<file path="src/rtl/mmu_rsp_merger.sv">
// Response merger: serializes dispatcher and engine response pulses into the alloc/free FIFOs.
// Optional ok/fail write counters are built when MMU_RSP_MERGE_STATS_EN is defined.

`ifndef REQ_ID_WIDTH
`define REQ_ID_WIDTH 8
`endif
`ifndef ALL_PAGE_IDX_WIDTH
`define ALL_PAGE_IDX_WIDTH 10
`endif
`ifndef FAIL_REASON_WIDTH
`define FAIL_REASON_WIDTH 3
`endif

module mmu_rsp_merger_chan #(
    parameter int DEPTH     = 8,
    parameter int AF_MARGIN = 2,
    parameter int W         = 8
) (
    input  logic         clk,
    input  logic         rst_n,
    input  logic         eng_we,
    input  logic [W-1:0] eng_data,
    input  logic         disp_we,
    input  logic [W-1:0] disp_data,
    input  logic         fifo_full,
    input  logic         fifo_almost_full,
    output logic         fifo_we,
    output logic [W-1:0] fifo_data,
    output logic         rsp_almost_full,
    output logic         drop
);
    localparam int AW = $clog2(DEPTH);
    localparam int CW = AW + 1;
    localparam int SW = AW + 2;

    logic [W-1:0]  mem_q [DEPTH];
    logic [AW-1:0] wr_ptr_q, wr_ptr_d;
    logic [AW-1:0] rd_ptr_q, rd_ptr_d;
    logic [AW-1:0] disp_ptr;
    logic [CW-1:0] count_q, count_d;
    logic [SW-1:0] free_slots;
    logic [1:0]    n_wr;
    logic          pop, eng_ok, disp_ok;
    logic          fifo_we_q;
    logic [W-1:0]  fifo_data_q;

    // A pop on this edge frees its slot for a same-edge write; engine entry has priority.
    always_comb begin
        pop        = (count_q != '0) && !fifo_full;
        free_slots = SW'(DEPTH) - SW'(count_q) + SW'(pop);
        eng_ok     = eng_we && (free_slots != '0);
        disp_ok    = disp_we && (free_slots > (eng_ok ? SW'(1) : SW'(0)));
        n_wr       = 2'(eng_ok) + 2'(disp_ok);
        disp_ptr   = eng_ok ? wr_ptr_q + AW'(1) : wr_ptr_q;
        wr_ptr_d   = wr_ptr_q + AW'(n_wr);
        rd_ptr_d   = rd_ptr_q + AW'(pop);
        count_d    = count_q + CW'(n_wr) - CW'(pop);
        drop       = (eng_we && !eng_ok) || (disp_we && !disp_ok);
    end

    always_ff @(posedge clk) begin
        if (eng_ok) begin
            mem_q[wr_ptr_q] <= eng_data;
        end
        if (disp_ok) begin
            mem_q[disp_ptr] <= disp_data;
        end
    end

    always_ff @(posedge clk or negedge rst_n) begin
        if (!rst_n) begin
            wr_ptr_q    <= '0;
            rd_ptr_q    <= '0;
            count_q     <= '0;
            fifo_we_q   <= 1'b0;
            fifo_data_q <= '0;
        end else begin
            wr_ptr_q  <= wr_ptr_d;
            rd_ptr_q  <= rd_ptr_d;
            count_q   <= count_d;
            fifo_we_q <= pop;
            if (pop) begin
                fifo_data_q <= mem_q[rd_ptr_q];
            end
        end
    end

    assign fifo_we         = fifo_we_q;
    assign fifo_data       = fifo_data_q;
    assign rsp_almost_full = fifo_almost_full || (count_q >= CW'(DEPTH - AF_MARGIN));
endmodule

module mmu_rsp_merger #(
    parameter int DEPTH     = 8,
    parameter int AF_MARGIN = 2,
    parameter int ALLOC_W   = `REQ_ID_WIDTH + `ALL_PAGE_IDX_WIDTH + 1 + `FAIL_REASON_WIDTH,
    parameter int FREE_W    = `REQ_ID_WIDTH + 1 + `FAIL_REASON_WIDTH
) (
    input  logic               clk,
    input  logic               rst_n,
    input  logic               disp_alloc_we,
    input  logic [ALLOC_W-1:0] disp_alloc_data,
    input  logic               fdt_alloc_we,
    input  logic [ALLOC_W-1:0] fdt_alloc_data,
    input  logic               disp_free_we,
    input  logic [FREE_W-1:0]  disp_free_data,
    input  logic               tree_free_we,
    input  logic [FREE_W-1:0]  tree_free_data,
    input  logic               alloc_fifo_full,
    input  logic               alloc_fifo_almost_full,
    output logic               alloc_fifo_we,
    output logic [ALLOC_W-1:0] alloc_fifo_data,
    input  logic               free_fifo_full,
    input  logic               free_fifo_almost_full,
    output logic               free_fifo_we,
    output logic [FREE_W-1:0]  free_fifo_data,
    output logic               alloc_rsp_almost_full,
    output logic               free_rsp_almost_full,
    output logic               overflow
`ifdef MMU_RSP_MERGE_STATS_EN
    ,
    output logic [15:0]        alloc_ok_cnt,
    output logic [15:0]        alloc_fail_cnt,
    output logic [15:0]        free_ok_cnt,
    output logic [15:0]        free_fail_cnt
`endif
);
    logic alloc_drop, free_drop;
    logic overflow_q;

    mmu_rsp_merger_chan #(.DEPTH(DEPTH), .AF_MARGIN(AF_MARGIN), .W(ALLOC_W)) u_alloc (
        .clk              (clk),
        .rst_n            (rst_n),
        .eng_we           (fdt_alloc_we),
        .eng_data         (fdt_alloc_data),
        .disp_we          (disp_alloc_we),
        .disp_data        (disp_alloc_data),
        .fifo_full        (alloc_fifo_full),
        .fifo_almost_full (alloc_fifo_almost_full),
        .fifo_we          (alloc_fifo_we),
        .fifo_data        (alloc_fifo_data),
        .rsp_almost_full  (alloc_rsp_almost_full),
        .drop             (alloc_drop)
    );

    mmu_rsp_merger_chan #(.DEPTH(DEPTH), .AF_MARGIN(AF_MARGIN), .W(FREE_W)) u_free (
        .clk              (clk),
        .rst_n            (rst_n),
        .eng_we           (tree_free_we),
        .eng_data         (tree_free_data),
        .disp_we          (disp_free_we),
        .disp_data        (disp_free_data),
        .fifo_full        (free_fifo_full),
        .fifo_almost_full (free_fifo_almost_full),
        .fifo_we          (free_fifo_we),
        .fifo_data        (free_fifo_data),
        .rsp_almost_full  (free_rsp_almost_full),
        .drop             (free_drop)
    );

    always_ff @(posedge clk or negedge rst_n) begin
        if (!rst_n) begin
            overflow_q <= 1'b0;
        end else begin
            overflow_q <= overflow_q || alloc_drop || free_drop;
        end
    end

    assign overflow = overflow_q;

`ifdef MMU_RSP_MERGE_STATS_EN
    localparam int FAIL_BIT = `FAIL_REASON_WIDTH;

    logic [15:0] alloc_ok_q, alloc_fail_q, free_ok_q, free_fail_q;

    function automatic logic [15:0] sat_inc(input logic [15:0] v);
        return (v == 16'hFFFF) ? v : v + 16'd1;
    endfunction

    // Counted on the registered FIFO write, classified by the payload fail bit.
    always_ff @(posedge clk or negedge rst_n) begin
        if (!rst_n) begin
            alloc_ok_q   <= '0;
            alloc_fail_q <= '0;
            free_ok_q    <= '0;
            free_fail_q  <= '0;
        end else begin
            if (alloc_fifo_we) begin
                if (alloc_fifo_data[FAIL_BIT]) alloc_fail_q <= sat_inc(alloc_fail_q);
                else                           alloc_ok_q   <= sat_inc(alloc_ok_q);
            end
            if (free_fifo_we) begin
                if (free_fifo_data[FAIL_BIT]) free_fail_q <= sat_inc(free_fail_q);
                else                          free_ok_q   <= sat_inc(free_ok_q);
            end
        end
    end

    assign alloc_ok_cnt   = alloc_ok_q;
    assign alloc_fail_cnt = alloc_fail_q;
    assign free_ok_cnt    = free_ok_q;
    assign free_fail_cnt  = free_fail_q;
`endif
endmodule
</file>
<file path="config.mk">
export PLATFORM = sky130hd
export DESIGN_NAME = mmu_rsp_merger
export DESIGN_NICKNAME = d
export VERILOG_FILES = /design/src/rtl/mmu_rsp_merger.sv
export SDC_FILE = /design/constraint.sdc
export NUM_CORES = 1
export LEC_CHECK = 0
export CORE_ASPECT_RATIO = 1.25
export CORE_MARGIN = 1.5
export CORE_UTILIZATION = 30
export CTS_CLUSTER_DIAMETER = 120
export CTS_CLUSTER_SIZE = 25
export DETAILED_ROUTE_END_ITERATION = 8
export HOLD_SLACK_MARGIN = 0.06
export PLACE_DENSITY = 0.56
export RECOVER_POWER = 100
export REMOVE_ABC_BUFFERS = 1
export SYNTH_ARGS = -nofsm -noshare
export SYNTH_HDL_FRONTEND = slang
export SYNTH_SLANG_ARGS = --single-unit
</file>
<file path="constraint.sdc">
create_clock -name clk -period 6.3 [get_ports clk]
set_input_delay 1.26 -clock clk [delete_from_list [all_inputs] [get_ports clk]]
set_output_delay 1.26 -clock clk [all_outputs]
set_load 0.01 [all_outputs]
</file>
==> key figures <==
Status
  • Run status: finished, violations left
  • Failing checks: max-capacitance violations, max-slew violations

Clocking
  • Total CTS buffers: 17
  • Max Buffers Root-to-Sink: 3
  • CTS clk-pin slew, worst paths: approximately 0.10 ns
  • PostCTS Resize Cnt: 0
  • Sinks on Clock Net: around 330
  • CTS tree: built
  • Post-CTS Setup Bufs: 0
  • Root Buffer: clkbuf_16
  • H-tree lvl count: 1
  • # hold bufs at CTS: 0
  • Worst skew pair latency: between 0.5 and 0.6 ns

Yosys
  • Sequential element share of the synthesized area: between 50% and 60%
  • Post-synthesis simple-gate area fraction: about 2.7%
  • Post-synthesis cell count: 1064
  • Yosys reg bits: around 330
  • XOR/XNOR Fraction of Synth Area: less than 1%
  • Primary FF master, synth: edfxtp_1
  • Distinct cells, synth: 56
  • Synth Cell Area: between 15000 and 20000 sq um
  • Compound-Gate Fraction of Synth Area: under 10%
  • EDFF count, synth: between 200 and 300
  • Ys Warns: 0
  • Avg Inst Size Synth: between 15 and 20 sq um
  • Post-synthesis mux area share: a little under 30%
  • Largest family of logic cells by synthesized area: multiplexers
  • Post-Synth Adder-Cell Area: under 10%
  • Asr flop ratio synth: between 15 and 20%

Timing
  • Clock Skew: around 0.017 ns
  • RSZ-0062 raised after global routing: false
  • Hold Vio Cnt, Final: 0
  • Worst Tran Pin Value: 4.26 ns
  • Rel. slew slack: -184%
  • Min Tclk post-route: between 5 and 6 ns
  • Final period util: approximately nine tenths
  • Final Max Tran Viols: 129
  • Final setup viols: 0
  • Achievable Freq: roughly 170 MHz

Finish
  • Most frequent cells in the layout: edfxtp_1 (272), mux2_2 (244), clkdlybuf4s50_1 (74)
  • Filler instances: around 5300
  • Layout cells sized above 1: between 30% and 40%
  • Final Non-Filler Cells: a little under 2000
  • Layout area overhead: 14.9%
  • Final instance area: slightly below 20000 sq um
  • Commonest non-fill, non-tap cell in the layout: edfxtp_1
  • Final net count: ~1300
  • Antenna diodes: 0

Die
  • Std-Cell Rows: 96
  • Chip Height: about 270 microns
  • Starting density of the core: between 30% and 40%
  • Die width: 215 microns
  • Die area: 57600 sq um
  • I/O Pins: ~120
  • Core Box Area: 55300 sq um

Routing
  • First-pass DRT Iterations: 5
  • Vias/cell: 5.02
  • Antenna viol nets, final: 0
  • Final WL: between 40 and 50 mm
  • Routed WL per cell: approximately 22 microns
  • Drt drc: 0
  • Routed vias: ~9700
  • Iteration-0 DRC Markers: 489

Pwr
  • Static leakage: 6.50 nW
  • Cell Pwr Density: ~450 nW/um^2
  • Peak supply drop: about 230 uV
  • Final Power: approximately 8.6 mW

Critical path
  • Data required time of the critical path: between 6 and 7 ns
  • Critical path class: primary input to flip-flop
  • Crit path DAT: about 6 ns
  • CP endpoint kind: flip-flop
  • FF-to-FF path depth: 18
  • Crit-path max FO: 14
  • Setup crit start kind: primary input

Global routing
  • Initial antenna violation count: 4
  • Grt ovf: 0
  • Largest net degree at the start of global routing: between 50 and 60
  • Number of global-route vias before repair: 10500
  • First-pass GRT wire length: between 60 and 70 mm
  • GRT Total Usage: between 10% and 20%

Placement
  • Inst Count DP: roughly 1900
  • DPL Wire Length: roughly 27 mm
  • Final estimated routing congestion in global placement: a little under 0.8
  • Placed cell areas: around 19000 sq um
  • Port bufs: 116

Run
  • Max-Cap Viols: 3

Hold path
  • Worst Hold Class: flip-flop to flip-flop
  • Hold Path Stages: 2
layer usage:
metal / vias up / wire length [microns] / track usage [%] / share of wire (%)
met2: 222 / 23200 / 28.5 / 54
met3: 72 / 1880 / 2.30 / 4.3
li1: 4439 / - / - / -
met1: 4945 / 17000 / 17.3 / 39
met5: - / 41 / 0 / 0.095
met4: 8 / 1140 / 4.23 / 2.6
where the power goes:
| group | internal, mW | leakage (nW) | switching [mW] |
|---|---|---|---|
| Combinational | 1.69 | 3.13 | 2.05 |
| Clock | 0.523 | 0.234 | 0.724 |
| Sequential | 3.29 | 3.14 | 0.348 |
cell usage after synthesis, drive strengths merged (3+ instances only):
cell type	count	area [sq um]
a21oi	44	243
a311oi	8	70.1
a31oi	7	43.8
a41oi	5	51.3
buf	38	240
clkbuf	28	105
dfrtp	57	1430
edfxtp	272	8170
fa	4	80.1
ha	32	400
inv	36	135
mux2	272	3060
mux2i	34	340
mux4	68	1530
nand2	10	37.5
nand2b	5	31.3
nand3	9	45.0
nor2	49	184
nor3	5	30.0
nor4	3	18.8
o211ai	5	37.5
o21ai	12	67.6
o21bai	8	60.1
o22ai	4	25.0
o311ai	3	26.3
o31ai	4	30.0
or3	5	31.3
xnor2	5	43.8
xor2	7	61.3
through the flow:
step,setup WS (ns),util [%],hold slack (ns),TNS [ns]
2_1_floorplan,-1.76,-,0.520,-401.88
3_3_place_gp,0.473,34.5,0.481,0
3_5_place_dp,0.347,34.5,0.487,0
4_1_cts,0.903,35.4,0.519,0
5_1_grt,0.338,35.0,0.541,0
6_report,0.569,35.0,0.505,0
worst paths after layout:
check | slack (ns) | end | start
worst max-delay path | 0.57 | u_alloc.mem_q[6][19] | alloc_fifo_full
worst min-delay path | 0.50 | overflow | overflow
worst max register to register | 0.99 | u_alloc.mem_q[6][19] | u_alloc.count_q[2]
worst min register to register | 0.50 | overflow | overflow
max in group asynchronous | 1.40 | u_alloc.rd_ptr_q[1] | rst_n
min in group asynchronous | 2.23 | u_alloc.fifo_data[3] | rst_n
state kept, by name, indices dropped and copies added, names as in the netlist:
name,count
u_free.wr_ptr_q,3
u_alloc.count_q,4
u_free.mem_q,96
u_free.rd_ptr_q,3
u_free.count_q,4
u_alloc.rd_ptr_q,3
u_alloc.fifo_we,1
u_alloc.fifo_data,22
u_free.fifo_we,1
overflow,1
u_alloc.wr_ptr_q,3
u_alloc.mem_q,176
u_free.fifo_data,12
worst max-delay path, stage by stage:
cell	delay, ns
dlygate4sd3_1	0.60
a31oi_4	0.16
inv_1	0.06
ha_1	0.23
inv_1	0.07
ha_1	0.23
a21boi_0	0.12
buf_4	0.17
a2111oi_2	0.43
nor3_1	0.13
ha_1	0.29
nor2_1	0.07
o41ai_4	0.53
inv_1	0.34
o21ai_2	0.37
clkbuf_2	0.55
mux2_1	0.38
kinds of logic after synthesis:
| logic type | after synthesis |
|---|---|
| fa+ha+maj | 36 |
| xor+xnor | 12 |
| simple gates | 96 |
| compound gates | 115 |
| flops | 329 |
| buf+inv | 102 |
| mux | 374 |
final cells by class:
| class | instances | area, sq um | share of cell area (%) |
|---|---|---|---|
| flip-flops and latches | 329 | 9600 | 49.6 |
| clock buffers | 27 | 463 | 2.39 |
| repair buffers | 168 | 1410 | 7.28 |
| multi-input cells | 633 | 6810 | 35.2 |
| clock inverters | 2 | 27.5 | 0.142 |
| well taps | 735 | 920 | 4.75 |
| inverters | 36 | 135 | 0.698 |
Note: power is estimated with default switching activity, not from simulation.
